### src/rtl/counter_sequencer.sv
// counter_sequencer: start/stop/pause controller that owns a WIDTH-bit up
// counter. Counts in prescaled steps and ends each period either in a
// one-shot DONE state or by reloading to zero.
// All state moves on the falling clock edge so that it lines up with the
// counter datapath this block feeds. Reset is synchronous and active-high.
module counter_sequencer #(
    parameter int WIDTH      = 4,
    parameter int PRESCALE_W = 4
) (
    input  logic                  clk,
    input  logic                  rst,
    input  logic                  start,
    input  logic                  stop,
    input  logic                  pause,
    input  logic                  mode,
    input  logic [WIDTH-1:0]      period,
    input  logic [PRESCALE_W-1:0] prescale,
    output logic [WIDTH-1:0]      q,
    output logic                  busy,
    output logic                  done,
    output logic                  tc,
    output logic                  err
);

    typedef enum logic [1:0] {
        S_IDLE  = 2'd0,
        S_RUN   = 2'd1,
        S_PAUSE = 2'd2,
        S_DONE  = 2'd3
    } state_t;

    localparam logic [WIDTH-1:0]      Q_ONE = WIDTH'(1);
    localparam logic [PRESCALE_W-1:0] P_ONE = PRESCALE_W'(1);

    state_t                state_q, state_d;
    logic [WIDTH-1:0]      count_q, count_d;
    logic [PRESCALE_W-1:0] presc_q, presc_d;
    logic [WIDTH-1:0]      period_s_q, period_s_d;
    logic [PRESCALE_W-1:0] prescale_s_q, prescale_s_d;
    logic                  mode_s_q, mode_s_d;
    logic                  tc_q, tc_d;
    logic                  err_q, err_d;

    logic                  counting;
    logic                  step;
    logic                  at_terminal;
    logic                  period_ok;

    // Register every piece of state on the falling edge; reset wins over all.
    always_ff @(negedge clk) begin
        if (rst) begin
            state_q      <= S_IDLE;
            count_q      <= '0;
            presc_q      <= '0;
            period_s_q   <= '0;
            prescale_s_q <= '0;
            mode_s_q     <= 1'b0;
            tc_q         <= 1'b0;
            err_q        <= 1'b0;
        end else begin
            state_q      <= state_d;
            count_q      <= count_d;
            presc_q      <= presc_d;
            period_s_q   <= period_s_d;
            prescale_s_q <= prescale_s_d;
            mode_s_q     <= mode_s_d;
            tc_q         <= tc_d;
            err_q        <= err_d;
        end
    end

    // Step qualification: the counter advances when running with pause low
    // (a paused run resuming counts on the same edge pause is seen low) and
    // the prescaler has reached the latched compare value.
    always_comb begin
        period_ok   = (period != '0);
        counting    = ((state_q == S_RUN) || (state_q == S_PAUSE)) && !pause;
        step        = counting && (presc_q == prescale_s_q);
        at_terminal = (count_q == period_s_q);
    end

    // Next-state and next-datapath decode; priority is stop, then start,
    // then pause/count. A start while running is flagged but does not
    // disturb the run in progress.
    always_comb begin
        state_d      = state_q;
        count_d      = count_q;
        presc_d      = presc_q;
        period_s_d   = period_s_q;
        prescale_s_d = prescale_s_q;
        mode_s_d     = mode_s_q;
        tc_d         = 1'b0;
        err_d        = 1'b0;

        if (stop) begin
            state_d = S_IDLE;
            count_d = '0;
            presc_d = '0;
        end else if (start && ((state_q == S_IDLE) || (state_q == S_DONE))) begin
            if (period_ok) begin
                state_d      = S_RUN;
                count_d      = '0;
                presc_d      = '0;
                period_s_d   = period;
                prescale_s_d = prescale;
                mode_s_d     = mode;
            end else begin
                err_d = 1'b1;
            end
        end else begin
            if (start) begin
                err_d = 1'b1;
            end

            case (state_q)
                S_RUN: begin
                    if (pause) begin
                        state_d = S_PAUSE;
                    end
                end
                S_PAUSE: begin
                    if (!pause) begin
                        state_d = S_RUN;
                    end
                end
                default: begin
                end
            endcase

            if (counting) begin
                if (step) begin
                    presc_d = '0;
                    if (at_terminal) begin
                        tc_d = 1'b1;
                        if (mode_s_q) begin
                            count_d = '0;
                        end else begin
                            state_d = S_DONE;
                            count_d = period_s_q;
                        end
                    end else begin
                        count_d = count_q + Q_ONE;
                    end
                end else begin
                    presc_d = presc_q + P_ONE;
                end
            end
        end
    end

    // Status outputs follow the state register directly; pulses are registered.
    always_comb begin
        q    = count_q;
        busy = (state_q == S_RUN) || (state_q == S_PAUSE);
        done = (state_q == S_DONE);
        tc   = tc_q;
        err  = err_q;
    end

endmodule

### config.mk
export PLATFORM = sky130hd
export DESIGN_NAME = counter_sequencer
export DESIGN_NICKNAME = d
export VERILOG_FILES = /design/src/rtl/counter_sequencer.sv
export SDC_FILE = /design/constraint.sdc
export NUM_CORES = 1
export LEC_CHECK = 0
export CAP_MARGIN = 20
export CORE_MARGIN = 10
export CORE_UTILIZATION = 45
export CTS_CLUSTER_DIAMETER = 200
export DETAILED_ROUTE_END_ITERATION = 6
export PLACE_DENSITY = 0.67
export SLEW_MARGIN = 0
export SYNTH_ARGS = -nofsm -noshare
export SYNTH_HDL_FRONTEND = slang
export SYNTH_SLANG_ARGS = --single-unit
### constraint.sdc
create_clock -name clk -period 2.1 [get_ports clk]
set_input_delay 0.21 -clock clk [delete_from_list [all_inputs] [get_ports clk]]
set_output_delay 0.21 -clock clk [all_outputs]
set_load 0.005 [all_outputs]
==> metrics.txt, run 1 <==
# TYPE chip_impl_metric gauge
chip_impl_metric{name="drtPass1Iterations",unit=""} 4
chip_impl_metric{name="setup-tns-final",unit="ps"} -1150
chip_impl_info{name="hold_class",value="flip-flop to flip-flop"} 1
chip_impl_metric{name="route.vias.total",unit=""} 1162
chip_impl_metric{name="layout_setup_ws",unit="ps"} -301
chip_impl_metric{name="clkSlewWorstSetupHoldPaths",unit="ps"} 40
chip_impl_metric{name="hold_viol_final",unit=""} 0
chip_impl_metric{name="initialDrtViolationCount",unit=""} 46
chip_impl_metric{name="pwr-share-seq",unit="%"} 41.5
chip_impl_metric{name="path_max_fanout",unit=""} 5
chip_impl_metric{name="grtUsageTotal",unit="%"} 12.0
chip_impl_metric{name="antenna_found_initial",unit=""} 0
chip_impl_metric{name="worst-endpoint-arrival",unit="ps"} 2190
chip_impl_info{name="clk_root_buffer_cell",value="clkbuf_4"} 1
chip_impl_metric{name="fraction_of_registers_with_async_set_or_reset_after_synthesis",unit="%"} 0
chip_impl_metric{name="synth.yosys.seq_area_share",unit="%"} 36.1
chip_impl_metric{name="wire_per_inst",unit="µm"} 13.5
chip_impl_metric{name="syn_nets",unit=""} 145
chip_impl_metric{name="post_detailed_route_count_of_antenna_violating_nets",unit=""} 0
chip_impl_metric{name="drc",unit=""} 0
chip_impl_metric{name="yosys_warnings",unit=""} 0
chip_impl_metric{name="syn_to_final_growth",unit="%"} 55.7
chip_impl_metric{name="cts_buffers",unit=""} 3
chip_impl_info{name="synth_top_flop_cell",value="dfxtp_1"} 1
chip_impl_metric{name="grt_overflow_total",unit=""} 0
chip_impl_metric{name="p_int",unit="mW"} 0.669
chip_impl_metric{name="switching_power",unit="mW"} 0.363
chip_impl_metric{name="quantity_of_hold_fixing_buffers_added_after_cts",unit=""} 0
chip_impl_metric{name="powerDensity",unit="nW/µm²"} 568
chip_impl_info{name="critical_path.cell_chain",value="buf_4 > ha_1 > buf_2"} 1
chip_impl_metric{name="crit_required",unit="ps"} 1890
chip_impl_info{name="layout_common_cells",value="inv_1 (28), buf_4 (24), nor2_1 (16)"} 1
chip_impl_metric{name="leakage",unit="nW"} 0.852
chip_impl_metric{name="number_of_global_route_vias_before_repair",unit=""} 1220
chip_impl_info{name="crit_start",value="state_q[0]"} 1
chip_impl_metric{name="ir_drop",unit="µV"} 471
chip_impl_metric{name="synth.avg_cell_area",unit="µm²"} 9.25
chip_impl_metric{name="num_antenna_cells",unit=""} 0
chip_impl_metric{name="wl",unit="µm"} 3080
chip_impl_metric{name="layout.cell_area.non_filler",unit="µm²"} 1820
chip_impl_metric{name="io_pins",unit=""} 22
chip_impl_metric{name="drive_gt1_share",unit="%"} 37.1
chip_impl_metric{name="p_comb_share",unit="%"} 24.5
chip_impl_metric{name="post_synth_num_cell_types",unit=""} 35
chip_impl_metric{name="die_area",unit="µm²"} 5030
chip_impl_metric{name="final_replace_weighted_congestion",unit=""} 0.883
chip_impl_metric{name="vias_per_cell",unit=""} 5.12
chip_impl_metric{name="relSlewSlack",unit="%"} 68.7
chip_impl_metric{name="maxSlewViolCount",unit=""} 0
chip_impl_info{name="worstHoldStart",value="presc_q[3]"} 1
chip_impl_info{name="cts_tree",value="built"} 1
chip_impl_metric{name="pin_count_of_the_biggest_net_entering_global_routing",unit=""} 12
chip_impl_info{name="sort_of_element_at_the_end_of_the_critical_path",value="output pin"} 1
chip_impl_info{name="status",value="finished, violations left"} 1
chip_impl_metric{name="setup-violations-final",unit=""} 7
chip_impl_metric{name="clkPwrFrac",unit="%"} 34.0
chip_impl_metric{name="postSynthCellCount",unit=""} 126
chip_impl_metric{name="netSwitchingFraction",unit="%"} 35.2
chip_impl_metric{name="instances_no_fill",unit=""} 227
chip_impl_metric{name="die_h",unit="µm"} 70.9
chip_impl_metric{name="cts_sinks",unit=""} 21
chip_impl_metric{name="reg2reg_setup_slack",unit="ps"} 390
chip_impl_metric{name="dp_hpwl",unit="µm"} 2220
chip_impl_info{name="synth_top_cells_by_area",value="dfxtp_1 (36%), mux2i_1 (12%), nor2_1 (5.5%)"} 1
chip_impl_info{name="timing.rr.start",value="presc_q[2]"} 1
chip_impl_metric{name="clockBufferDepth",unit=""} 2
chip_impl_metric{name="max_cap_viol_count",unit=""} 0
chip_impl_metric{name="timing_worst_slew_pin_value",unit="ps"} 467
chip_impl_metric{name="number_of_enable_flip_flop_cells_after_synthesis",unit=""} 0
chip_impl_metric{name="holdWs",unit="ps"} 506
chip_impl_metric{name="netlist.area_leader.share",unit="%"} 36.1
chip_impl_metric{name="dp_slack",unit="ps"} -803
chip_impl_metric{name="clk-insertion-delay-late",unit="ps"} 380
chip_impl_metric{name="placedCellCount",unit=""} 198
chip_impl_info{name="synthDominantAreaCellType",value="dfxtp_1"} 1
chip_impl_metric{name="fp.dieW",unit="µm"} 70.9
chip_impl_metric{name="synth_area",unit="µm²"} 1170
chip_impl_metric{name="rows",unit=""} 18
chip_impl_metric{name="placedInstanceArea",unit="µm²"} 1600
chip_impl_metric{name="core_region_area",unit="µm²"} 2480
chip_impl_metric{name="crit_path_max_incr_delay",unit="ps"} 310
chip_impl_metric{name="count_of_input_and_output_buffers",unit=""} 21
chip_impl_metric{name="cts-htree-levels",unit=""} 1
chip_impl_metric{name="floorplan.initialDensity",unit="%"} 47.1
chip_impl_info{name="crit_path_launch_type",value="flip-flop"} 1
chip_impl_info{name="critical_path.slowest_cell",value="dfxtp_2"} 1
chip_impl_metric{name="first_pass_grt_wire_length",unit="µm"} 5260
chip_impl_metric{name="ys_seq_elements",unit=""} 21
chip_impl_info{name="mostFrequentLayoutCell",value="inv_1"} 1
chip_impl_info{name="worst-setup-path-type",value="flip-flop to output pin"} 1
chip_impl_info{name="rsz0062_at_grt",value="yes"} 1
chip_impl_info{name="violations_in_the_final_reports",value="negative setup slack"} 1
chip_impl_metric{name="final_net_count",unit=""} 217
chip_impl_metric{name="fin_skew",unit="ps"} 26.6
repair_timing:
item	in CTS	in global routing
setup buffers	3	4
pin swaps	11	11
setup endpoints to repair	29	14
resized for setup	72	13
power groups by stage:
| stage | clock network (mW) | logic [mW] | registers, mW |
|---|---|---|---|
| after floorplan | 0.0641 | 0.120 | 0.432 |
| after global placement | 0.0641 | 0.207 | 0.433 |
| after detailed placement | 0.0641 | 0.211 | 0.433 |
| after CTS | 0.372 | 0.227 | 0.427 |
| after global routing | 0.413 | 0.275 | 0.428 |
| final | 0.350 | 0.253 | 0.428 |
routing by layer:
layer | part of all wire, % | track usage, %
met2 | 48 | 18.4
met1 | 45 | 14.1
met3 | 6.0 | 5.02
met5 | 0 | 0
met4 | 0.33 | 6.02
through the flow:
stage          total power, mW  util (%)
5_1_grt                   1.12      73.3
2_1_floorplan            0.616         -
3_5_place_dp             0.708      64.5
6_report                  1.03      73.3
3_3_place_gp             0.704      64.5
4_1_cts                   1.03      69.7
kinds of logic (layout without fill, tap and decap cells):
| logic type | count (synthesis) | count (layout) | share of synthesized area (%) |
|---|---|---|---|
| muxes | 14 | 14 | 12.0 |
| AOI/OAI and AO/OA | 22 | 22 | 14.7 |
| DFF | 21 | 21 | 36.1 |
| buffers and inverters | 12 | 83 | 4.08 |
| adders and majority gates | 5 | 5 | 5.36 |
| xor gates and xnor gates | 9 | 9 | 6.76 |
| and+or+nand+nor | 43 | 43 | 21.0 |
cell usage after synthesis (2+ instances only):
cell      instances
dfxtp_1          21
nor2_1           17
mux2i_1          14
inv_1             9
nor2b_1           6
ha_1              5
o21ai_0           5
xor2_1            5
a21oi_1           4
nand2_1           4
xnor2_1           4
nand4_1           3
a211o_2           2
buf_2             2
nand3_1           2
nor4_1            2
o211ai_1          2
o22ai_1           2
worst max-delay path: cells and delay by family, from the launching register on:
family / cells / cell delay (ps)
flip-flops: 1 / 310
buffers and inverters: 2 / 270
adder cells (fa/ha/maj): 1 / 180
final cells by class:
type,instances,area (µm²)
sequential,21,428
fill,190,662
clock buffer,3,22.5
clock inverter,22,82.6
inverter,8,30.0
multi-input combinational,93,808
timing repair buffer,50,407
tap,30,37.5
sequential cells by signal, summed over array words and instances (netlist names):
name / flops
mode_s_q: 1
err: 1
presc_q: 4
period_s_q: 4
prescale_s_q: 4
q: 4
state_q: 2
tc: 1
final timing paths:
path,end,depth (start not counted)
setup / recovery,done,3
hold / removal,presc_q[3],2
setup reg to reg,state_q[1],4
hold reg to reg,presc_q[3],2
(Power assumes the default switching activity.)
==> inputs of run 2 (changes only) <==
- CORE_MARGIN: 10 -> 2
==> run 2 against run 1 <==
  * The flow still finishes with violations (negative setup slack)
  * Final cell count unchanged
  * First-iteration DRC count down 57%
  * Power up 1.9%
  * Sequential power about the same
  * Die area down 40%
  * Flip-flop and latch count unchanged
  * Critical path depth up 1
  * Clock power up 4%
  * Non-clock buffer count unchanged
  * Register-to-register slack worse by 120 ps
  * Critical path type unchanged
  * Largest power group unchanged
==> metrics.txt, run 2 (synthesis results as in run 1) <==
# TYPE chip_impl_metric gauge
chip_impl_metric{name="fp.dieW",unit="µm"} 54.9
chip_impl_info{name="status",value="finished, violations left"} 1
chip_impl_metric{name="worst-endpoint-arrival",unit="ps"} 2240
chip_impl_info{name="cp_common_cell",value="inv_2"} 1
chip_impl_metric{name="wire_per_inst",unit="µm"} 13.6
chip_impl_metric{name="cts_sinks",unit=""} 21
chip_impl_metric{name="wl",unit="µm"} 3090
chip_impl_metric{name="seq_area",unit="µm²"} 428
chip_impl_metric{name="fin_skew",unit="ps"} 40.9
chip_impl_info{name="r2r_end",value="state_q[1]"} 1
chip_impl_metric{name="first_pass_grt_wire_length",unit="µm"} 4860
chip_impl_info{name="rsz0062_at_grt",value="yes"} 1
chip_impl_metric{name="number_of_global_route_vias_before_repair",unit=""} 1129
chip_impl_metric{name="final.fill_count",unit=""} 178
chip_impl_info{name="timing.rr.start",value="state_q[0]"} 1
chip_impl_metric{name="powerDensity",unit="nW/µm²"} 560
chip_impl_info{name="worst-setup-path-type",value="flip-flop to output pin"} 1
chip_impl_metric{name="die_area",unit="µm²"} 3010
chip_impl_metric{name="antenna_found_initial",unit=""} 0
chip_impl_info{name="critical_path.cell_chain",value="inv_2 > ha_4 > inv_2 > buf_6"} 1
chip_impl_info{name="cts_tree",value="built"} 1
chip_impl_metric{name="syn_to_final_growth",unit="%"} 60.8
chip_impl_metric{name="drtPass1Iterations",unit=""} 4
chip_impl_metric{name="clk-insertion-delay-late",unit="ps"} 410
chip_impl_metric{name="clkSlewWorstSetupHoldPaths",unit="ps"} 70
chip_impl_info{name="whs_endpoint",value="presc_q[3]"} 1
chip_impl_metric{name="critical_path_buf_inv_count",unit=""} 3
chip_impl_metric{name="min_path_cells",unit=""} 2
chip_impl_metric{name="crit_path_max_incr_delay",unit="ps"} 340
chip_impl_metric{name="initialDrtViolationCount",unit=""} 20
chip_impl_metric{name="grtUsageTotal",unit="%"} 22.9
chip_impl_metric{name="multi_input_area",unit="µm²"} 846
chip_impl_metric{name="final_replace_weighted_congestion",unit=""} 0.843
chip_impl_metric{name="ir_drop",unit="µV"} 595
chip_impl_metric{name="drc",unit=""} 0
chip_impl_metric{name="dp_hpwl",unit="µm"} 1990
chip_impl_metric{name="timing_worst_slew_pin_value",unit="ps"} 524
chip_impl_metric{name="vias_per_cell",unit=""} 5.11
chip_impl_metric{name="holdWs",unit="ps"} 502
chip_impl_info{name="crit_path_launch_type",value="flip-flop"} 1
chip_impl_metric{name="maxSlewViolCount",unit=""} 0
chip_impl_metric{name="crit_required",unit="ps"} 1890
chip_impl_metric{name="route.vias.total",unit=""} 1161
chip_impl_metric{name="ff2ff_path_depth",unit=""} 8
chip_impl_metric{name="layout_setup_ws",unit="ps"} -355
chip_impl_metric{name="placedCellCount",unit=""} 198
chip_impl_metric{name="dp_slack",unit="ps"} -848
chip_impl_metric{name="postLayoutCoreUtil",unit="%"} 75.7
chip_impl_info{name="hold_class",value="flip-flop to flip-flop"} 1
chip_impl_metric{name="io_pins",unit=""} 22
chip_impl_info{name="mostFrequentLayoutCell",value="inv_1"} 1
chip_impl_info{name="sort_of_element_at_the_end_of_the_critical_path",value="output pin"} 1
chip_impl_metric{name="fin_total_pwr",unit="mW"} 1.05
chip_impl_metric{name="count_of_input_and_output_buffers",unit=""} 21
chip_impl_metric{name="cts-htree-levels",unit=""} 1
chip_impl_metric{name="num_antenna_cells",unit=""} 0
chip_impl_info{name="layout_common_cells",value="inv_1 (28), buf_4 (23), nor2_1 (16)"} 1
chip_impl_metric{name="final_net_count",unit=""} 217
chip_impl_metric{name="die_h",unit="µm"} 54.9
chip_impl_info{name="critical_path.slowest_cell",value="dfxtp_2"} 1
chip_impl_metric{name="pin_count_of_the_biggest_net_entering_global_routing",unit=""} 12
chip_impl_metric{name="reg2reg_setup_slack",unit="ps"} 270
chip_impl_metric{name="post_detailed_route_count_of_antenna_violating_nets",unit=""} 0
chip_impl_metric{name="leakage",unit="nW"} 0.859
chip_impl_metric{name="grt_overflow_total",unit=""} 0
chip_impl_metric{name="rows",unit=""} 18
chip_impl_metric{name="cts_buffers",unit=""} 3
chip_impl_metric{name="instances_no_fill",unit=""} 227
chip_impl_metric{name="hold_viol_final",unit=""} 0
chip_impl_metric{name="relSlewSlack",unit="%"} 64.8
chip_impl_info{name="path_delay_family",value="flip-flops"} 1
chip_impl_metric{name="setup-violations-final",unit=""} 6
chip_impl_metric{name="clockBufferDepth",unit=""} 2
chip_impl_metric{name="floorplan.initialDensity",unit="%"} 47.1
chip_impl_metric{name="core_region_area",unit="µm²"} 2480
chip_impl_info{name="worstHoldStart",value="presc_q[3]"} 1
chip_impl_metric{name="path_max_fanout",unit=""} 2
chip_impl_info{name="violations_in_the_final_reports",value="negative setup slack"} 1
chip_impl_metric{name="drive_gt1_share",unit="%"} 38.6
chip_impl_info{name="clk_root_buffer_cell",value="clkbuf_4"} 1
chip_impl_metric{name="max_cap_viol_count",unit=""} 0
-- run 2: worst reg2reg max path: stages, from the launching register on --
cell	delay, ps
dfxtp_2	340
inv_2	50
ha_4	240
buf_4	130
buf_4	160
nor2_4	150
buf_6	140
nand4b_4	120
a2111oi_4	360
-- run 2: cell type report --
| type | count | area share, % |
|---|---|---|
| multi-input combinational | 93 | 45.1 |
| timing repair buffer | 50 | 22.9 |
| sequential | 21 | 22.8 |
| clock inverter | 22 | 4.40 |
| tap | 30 | 2.00 |
| inverter | 8 | 1.60 |
| clock buffer | 3 | 1.20 |
-- run 2: worst max path at each step --
| stage | start | to | cells past startpoint |
|---|---|---|---|
| after global placement | period[3] | presc_q[1] | 5 |
| after global routing | state_q[0] | busy | 4 |
| after CTS | state_q[0] | busy | 4 |
| after floorplan | period[0] | presc_q[1] | 4 |
| final | state_q[0] | busy | 4 |
| after detailed placement | period[3] | presc_q[1] | 5 |
-- run 2: through the flow --
step	TNS [ps]	cell area, µm²
after detailed placement	-15070	1600
final	-769	1880
after global placement	-14910	1600
after floorplan	-1480	1190
after global routing	-942	1880
after CTS	-667	1780
-- run 2: routing by layer --
layer  up-vias  global-route usage [%]  part of all wire, %
met4         0                    11.0                  2.3
met1       531                    26.5                   45
met2        32                    37.5                   48
met3         8                    8.06                  4.5
met5         -                       0                    0
li1        590                       -                    -
-- run 2: report_power, final --
part	total (mW)	leakage (nW)	switching (mW)	internal (mW)
Combinational	0.259	0.554	0.128	0.131
Sequential	0.428	0.173	0.0128	0.415
Clock	0.364	0.131	0.243	0.121
Total	1.05	0.859	0.384	0.667
-- run 2: what timing repair did --
action                                  in CTS  in global routing
setup buffers                                3                  2
endpoints found under the setup margin      29                 18
pin swaps                                   10                 10
cloned                                       0                  0
gates resized for setup                     80                 17
hold buffers                                 0                  0
==> inputs of run 3 (changes only) <==
- CTS_CLUSTER_DIAMETER: 200 -> 100
==> results of run 3 <==
No change in the layout: final DEF, timing and power equal those of run 2.
